**src/rtl/seg_scan_controller.sv**
```systemverilog
`timescale 1ns/1ps
// seg_scan_controller
//   Scan sequencer for a multiplexed common-anode 7-segment display.
//   Each digit owns a fixed slot of SLOT_CYCLES clocks.
//   Every slot opens with a blanked dead time to prevent ghosting.
//   A PWM on-window follows, whose length is set by brightness.
//   The rest of the slot is blanked.
//   The displayed value is double-buffered. A load lands in a shadow
//   register and is committed only on the last cycle of a frame, so a
//   frame never mixes old and new digits.
//   Timing requirements: SLOT_CYCLES >= DEAD_CYCLES + 16 and DEAD_CYCLES >= 1.
//
// Ports
//   clk          system clock
//   rst_n        asynchronous active-low reset
//   load_value   new nibbles, digit i = [4i+3:4i]
//   load_valid   load_value valid
//   load_ready   shadow buffer empty, a load will be accepted
//   digit_en     per-digit enable (0 = dark, slot still consumed)
//   brightness   PWM level 0..15, sampled at each slot start
//   digit_value  nibble for the segment decoder (registered)
//   digit_sel    one-hot active-low digit select (registered)
//   blank        1 = all segments off (registered)
//   frame_done   pulse on the last cycle of a frame
//
// state  | meaning
// S_DEAD | slot_cnt < DEAD_CYCLES, display blanked, next digit value loaded
// S_ON   | PWM on-window, enabled digit selected
// S_OFF  | remainder of slot, display blanked
module seg_scan_controller #(
    parameter int DIGITS      = 4,
    parameter int SLOT_CYCLES = 25000,
    parameter int DEAD_CYCLES = 500
) (
    input  logic                  clk,
    input  logic                  rst_n,
    input  logic [4*DIGITS-1:0]   load_value,
    input  logic                  load_valid,
    output logic                  load_ready,
    input  logic [DIGITS-1:0]     digit_en,
    input  logic [3:0]            brightness,
    output logic [3:0]            digit_value,
    output logic [DIGITS-1:0]     digit_sel,
    output logic                  blank,
    output logic                  frame_done
);

    localparam int CNT_W = $clog2(SLOT_CYCLES + 1);
    localparam int IDX_W = (DIGITS > 1) ? $clog2(DIGITS) : 1;
    localparam int STEP  = (SLOT_CYCLES - DEAD_CYCLES) / 16;
    localparam logic [CNT_W-1:0] SLOT_LAST = CNT_W'(SLOT_CYCLES - 1);
    localparam logic [CNT_W-1:0] DEAD_END  = CNT_W'(DEAD_CYCLES);
    localparam logic [IDX_W-1:0] IDX_LAST  = IDX_W'(DIGITS - 1);

    typedef enum logic [1:0] {S_DEAD, S_ON, S_OFF} state_t;

    state_t                state;
    logic [CNT_W-1:0]      slot_cnt;
    logic [CNT_W-1:0]      slot_nxt;
    logic [CNT_W-1:0]      on_end;
    logic [IDX_W-1:0]      idx;
    logic [3:0]            bright_q;
    logic [4*DIGITS-1:0]   active;
    logic [4*DIGITS-1:0]   shadow;
    logic                  shadow_full;
    logic                  slot_wrap;
    logic [DIGITS-1:0]     sel_mask;
    logic [3:0]            active_nib [DIGITS];

    for (genvar g = 0; g < DIGITS; g++) begin : g_nib
        assign active_nib[g] = active[4*g +: 4];
    end

    always_comb begin
        slot_wrap = (slot_cnt == SLOT_LAST);
        slot_nxt  = slot_wrap ? '0 : slot_cnt + 1'b1;
        // The on-window ends at DEAD + ON_LEN.
        // Any division remainder is left in S_OFF.
        on_end    = CNT_W'(DEAD_CYCLES + (int'(bright_q) + 1) * STEP);
        sel_mask  = ~(DIGITS'(1) << idx);
    end

    assign frame_done = slot_wrap && (idx == IDX_LAST);
    assign load_ready = ~shadow_full;

    always_ff @(posedge clk or negedge rst_n) begin
        if (!rst_n) begin
            state       <= S_DEAD;
            slot_cnt    <= '0;
            idx         <= '0;
            bright_q    <= '0;
            digit_sel   <= '1;
            blank       <= 1'b1;
            digit_value <= '0;
        end else begin
            slot_cnt <= slot_nxt;
            if (slot_wrap)
                idx <= (idx == IDX_LAST) ? '0 : idx + 1'b1;
            if (slot_cnt == '0)
                bright_q <= brightness;

            case (state)
                S_DEAD: begin
                    digit_sel   <= '1;
                    blank       <= 1'b1;
                    // Loaded while the display is blanked.
                    // The value is therefore stable for the whole on-window.
                    digit_value <= active_nib[idx];
                    if (slot_nxt == DEAD_END)
                        state <= S_ON;
                end
                S_ON: begin
                    if (digit_en[idx]) begin
                        digit_sel <= sel_mask;
                        blank     <= 1'b0;
                    end else begin
                        digit_sel <= '1;
                        blank     <= 1'b1;
                    end
                    if (slot_nxt == on_end)
                        state <= S_OFF;
                end
                S_OFF: begin
                    digit_sel <= '1;
                    blank     <= 1'b1;
                end
                default: state <= S_DEAD;
            endcase

            // At full brightness the on-window can reach the slot end.
            // The wrap then takes the FSM straight back to S_DEAD.
            if (slot_wrap)
                state <= S_DEAD;
        end
    end

    always_ff @(posedge clk or negedge rst_n) begin
        if (!rst_n) begin
            active      <= '0;
            shadow      <= '0;
            shadow_full <= 1'b0;
        end else if (frame_done && shadow_full) begin
            active      <= shadow;
            shadow_full <= 1'b0;
        end else if (load_valid && !shadow_full) begin
            shadow      <= load_value;
            shadow_full <= 1'b1;
        end
    end

endmodule
```
**config.mk**
```make
export PLATFORM = sky130hd
export DESIGN_NAME = seg_scan_controller
export DESIGN_NICKNAME = d
export VERILOG_FILES = /design/src/rtl/seg_scan_controller.sv
export SDC_FILE = /design/constraint.sdc
export NUM_CORES = 1
export LEC_CHECK = 0
export CAP_MARGIN = 20
export CORE_UTILIZATION = 40
export DETAILED_ROUTE_END_ITERATION = 7
export HOLD_SLACK_MARGIN = 0.06
export PLACE_DENSITY = 0.66
export SETUP_SLACK_MARGIN = 0.3
export SYNTH_ARGS = -nofsm -noshare
export SYNTH_HDL_FRONTEND = slang
export SYNTH_SLANG_ARGS = --single-unit
```
**constraint.sdc**
```tcl
create_clock -name clk -period 7.2 [get_ports clk]
set_input_delay 1.44 -clock clk [delete_from_list [all_inputs] [get_ports clk]]
set_output_delay 1.44 -clock clk [all_outputs]
set_load 0.1 [all_outputs]
```
# [Yosys cells after proc, flatten, opt, wreduce, memory -nomap -nowiden]
# Cells that the tools add are included.
[op_classes] addsub=4 mul=1 order_cmp=2 n_eq_ne=9 shifts=1 muxes=17 n_bitwise=4 n_reduce_logical=11
[op_table] operator="$add 15x1->15 const B" count=1
[op_table] operator="$add 9x15->15 const A" count=1
[op_table] operator="$eq 15x15->1" count=1
[op_table] operator="$eq 15x15->1 const B" count=1
[op_table] operator="$eq 15x9->1 const B" count=1
[op_table] operator="$logic_not 15->1" count=1
[op_table] operator="$mul 5x11->15 const B" count=1
[op_table] operator="$mux 15" count=1
[op_table] operator="$mux 4" count=3
[op_table] operator="$bmux 4 s2" count=1
[op_table] operator="$mux 2" count=4
[op_table] operator="$pmux 4 s2" count=1
[op_table] operator="$ne 3x3->1 const B" count=2
[op_table] operator="$pmux 2 s3" count=1
[op_table] operator="$add 4x1->5 const B" count=1
[op_table] operator="$eq 2x2->1 const B" count=2
[op_table] operator="$mux 1" count=4
[op_table] operator="$not 4->4" count=1
[op_table] operator="$reduce_bool 2->1" count=2
[op_table] operator="$shl 1x2->4 const A" count=1
[op_table] operator="$ge 3x3->1 const B" count=1
[op_table] operator="$logic_and 1x1->1" count=3
[op_table] operator="$lt 2x3->1 const B" count=1
[op_table] operator="$not 2->3" count=1
[op_table] operator="other kinds (11)" count=12
[totals] regBits=65 in_bits=27 output_inout_bits=11 elab_cells=59

# [Logic depth before layout (Yosys ltp)]
[depth] ltp_word=7 ltp_mapped=18

# [Worst setup path after synthesis]
# Ideal clock, no wire load.
[synth_timing] path_kind="register to register" startpoint="register bright_q[0]" endpoint="register state[1]" setup_ns=0.120 arrival_ns=4.414 required_ns=7.080 slack_ns=2.666 stages_incl_launch_ff=18 cell_sequence="dfrtp_1 clkbuf_1 inv_1 ha_1 ha_1 xor2_1 fa_1 fa_1 inv_1 ha_1 a21oi_1 o22ai_1 nor2_1 xor2_1 xnor2_1 nor2_1 and4_1 a31o_1"
[synth_via] elab_chain_len=6
[synth_lines] item="from (decl)" line_no="62" source="logic [3:0] bright_q;"
[synth_lines] item="from (signal assigned)" line_no="100" source="bright_q <= brightness;"
[synth_lines] item="$add 4x1->5" line_no="79" source="on_end = CNT_W'(DEAD_CYCLES + (int'(bright_q) + 1) * STEP);"
[synth_lines] item="$mul 5x11->15" line_no="79"
[synth_lines] item="$add 9x15->15" line_no="79"
[synth_lines] item="$eq 15x15->1" line_no="120" source="if (slot_nxt == on_end)"
[synth_lines] item="$ne 3x3->1 (no line)"
[synth_lines] item="$reduce_and 3->1 (no line)"
[synth_lines] item="to (signal assigned)" line_no="88" source="state <= S_DEAD;"
[synth_lines] item="to (signal assigned)" line_no="121" source="state <= S_OFF;"
[synth_lines] item="to (signal assigned)" line_no="127" source="default: state <= S_DEAD;"
[synth_lines] item="to (decl)" line_no="57" source="state_t state;"
# Every way passes these cells.
# A chain may end at the register's enable or synchronous reset.

# [Worst setup path after layout]
[layout_timing] startpoint="register bright_q[0]" endpoint="register state[0]"
# Same word-level chain as after synthesis.

==> results.tsv <==
metric	value	unit
status	completed	
drv_cap	0	
fin_hold_ws	485	ps
crit_arrival	5160	ps
synth-async-reset-ratio	100	%
synthTopCellsByCount	dfrtp_1, ha_1, inv_1, mux2_2, xnor2_1	
syn_area	4300	um^2
critPathSlowestCell	dfrtp_1	
path_class	register to register	
grt_max_degree	66	
yosysSeqAreaShare	38.0	%
crit_cells	17	
synth_fp_nets	461	
hold_viol	0	
synth_top_area_share	35.0	%
tightest_slew	968	ps
grtUsageTotal	16.8	%
cts_tree	done	
grt_pass1_wl	14.5	mm
finalCriticalPeriod	4910	ps
worstSkewPairLatency	350	ps
grt_pass1_vias	3017	
num_antenna_cells	0	
crit_path_frequent_cell	ha_1	
place.gp.congestion	0.870	
place_hpwl	6.25	mm
worstPathRequired	7450	ps
cts_setup_buffers	0	
grt_setup_unrepaired	no	
vdd_drop_max	0.000115	V
synth.distinct_cells	52	
routed_wl	8.22	mm
synth_most_common_cell	dfrtp_1	
std_cell_rows	37	
antenna_found_initial	0	
critical_path_buf_inv_count	1	
syn_inst	382	
ant_nets	0	
die_w	106	um
vias_per_cell	5.11	
synthToLayoutAreaGrowth	15.9	%
synth-seq-cells	65	
worstRegToRegCells	17	
seq_area	1630	um^2
coreArea	10400	um^2
slowest_delay	580	ps
hold_class	register to register	
cts_sinks	65	
worst_slew_margin_rel	35.3	%
setup_tns	0	ps
critPathTopFamily	adder cells	
power_density	228	nW/um^2
root_buffer	clkbuf_8	
drive_above_1_share	15.8	%
synth-main-ff-cell	dfrtp_1	
p_leak	0.00227	uW
multi_input_area	2450	um^2
ctsResizeCount	0	
htree_levels	3	
first_pass_iters	4	
drc_errors	0	
endpoint_kind	register	
num_vias	2868	
path_max_fanout	10	
nFillCells	958	
cts_max_path_buffers	2	
nets	499	
synth_edf_count	0	
die_y	106	um
crit_path_start_kind	register	
final_max_slew_viol_count	0	
skew	8.06	ps
finalSetupViolCount	0	
path_cells	ha_1 > xor2_1 > ha_1 > xor2_1 > inv_1 > ha_1 > or2_2 > fa_1 > ha_1 > a21o_1 > a21o_1 > a41oi_1 > o21ai_1 > xnor2_1 > a21oi_1 > and4_1 > a311oi_2	
portBuffers	37	
clk_pin_slew	70	ps
start_util	41.4	%
post-route-period-util	68.2	%
whs_path_depth	1	
cts-hold-fix-buffers	0	
grt-ovfl-total	0	
die_area	11200	um^2
cts_made_buffers	9	
syn_avg_cell_area	11.2	um^2
ys.warnings.count	0	
synth_area_leader_cell	dfrtp_1	
synth.area.top_cells	dfrtp_1, ha_1, mux2_2	
drt_iter0_markers	129	
wl_per_cell	14.7	um
fmax	0.204	GHz
io_pins	38	
## cell families (layout without fill, tap and decap cells)
| kind of cell | count (synthesis) | after routing | share of synthesized area [%] |
|---|---|---|---|
| simple gates | 85 | 85 | 10.9 |
| flops | 65 | 65 | 38.0 |
| fa+ha+maj | 52 | 52 | 17.4 |
| buf+inv | 51 | 94 | 4.89 |
| mux | 46 | 46 | 13.4 |
| xor+xnor | 42 | 42 | 8.74 |
| compound gates | 41 | 41 | 6.64 |
## power by group
group	internal [uW]	switching (uW)	total, uW	leakage (uW)
Sequential	378	7.24	385	0.000831
Clock	160	148	308	0.0000994
Combinational	214	230	444	0.00134
Total	751	385	1140	0.00227
## flip-flops by register name, indices dropped and copies added (netlist names)
| name | cells |
|---|---|
| blank | 1 |
| bright_q | 4 |
| shadow | 16 |
| digit_value | 4 |
| active | 16 |
| idx | 2 |
| digit_sel | 4 |
| slot_cnt | 15 |
| state | 2 |
| shadow_full | 1 |
## per-stage QoR
stage          setup WS, ps  std cells  area, um^2  utilization, %  power (uW)
3_3_place_gp           2380        545        4790            46.2         830
2_1_floorplan          2670        382        4300               -         739
4_1_cts                2280        561        4980            48.0        1150
6_report               2290        561        4980            48.0        1140
5_1_grt                1900        561        4980            48.0        1220
3_5_place_dp           2300        545        4790            46.2         839
## layout make-up
cell class | instances | share of cell area (%)
flip-flops and latches | 65 | 32.8
clock buffers | 9 | 2.49
multi-input cells | 266 | 49.2
clock inverters | 7 | 1.41
inverters | 38 | 2.86
well taps | 136 | 3.42
repair buffers | 40 | 7.79
## placed cells by master (no fill, tap or decap), drive strengths merged, types with 13 or more instances in the layout
cell type and instances:
xnor2 25, inv 39, clkdlybuf4s50 36, fa 13, mux2 41, nand2 21, nor2 15, nand3 14
dfrtp 60, xor2 17, ha 39
## metal layers
| metal | vias to the layer above | global-route usage (%) | wire, um |
|---|---|---|---|
| met1 | 1424 | 23.2 | 3980 |
| met3 | 8 | 4.58 | 370 |
| li1 | 1388 | - | - |
| met5 | - | 0 | 0 |
| met2 | 48 | 26.1 | 3800 |
| met4 | 0 | 3.87 | 74 |
## path summary, 6_finish.rpt
check | startpoint | to | slack [ps]
min reg2reg | shadow[11] | active[11] | 480
min in group asynchronous | rst_n | slot_cnt[4] | 1260
max reg2reg | bright_q[0] | state[0] | 2290
max in group asynchronous | rst_n | state[1] | 5410
min | shadow[11] | active[11] | 480
max | bright_q[0] | state[0] | 2290
Power figures use the tool's default switching activity.
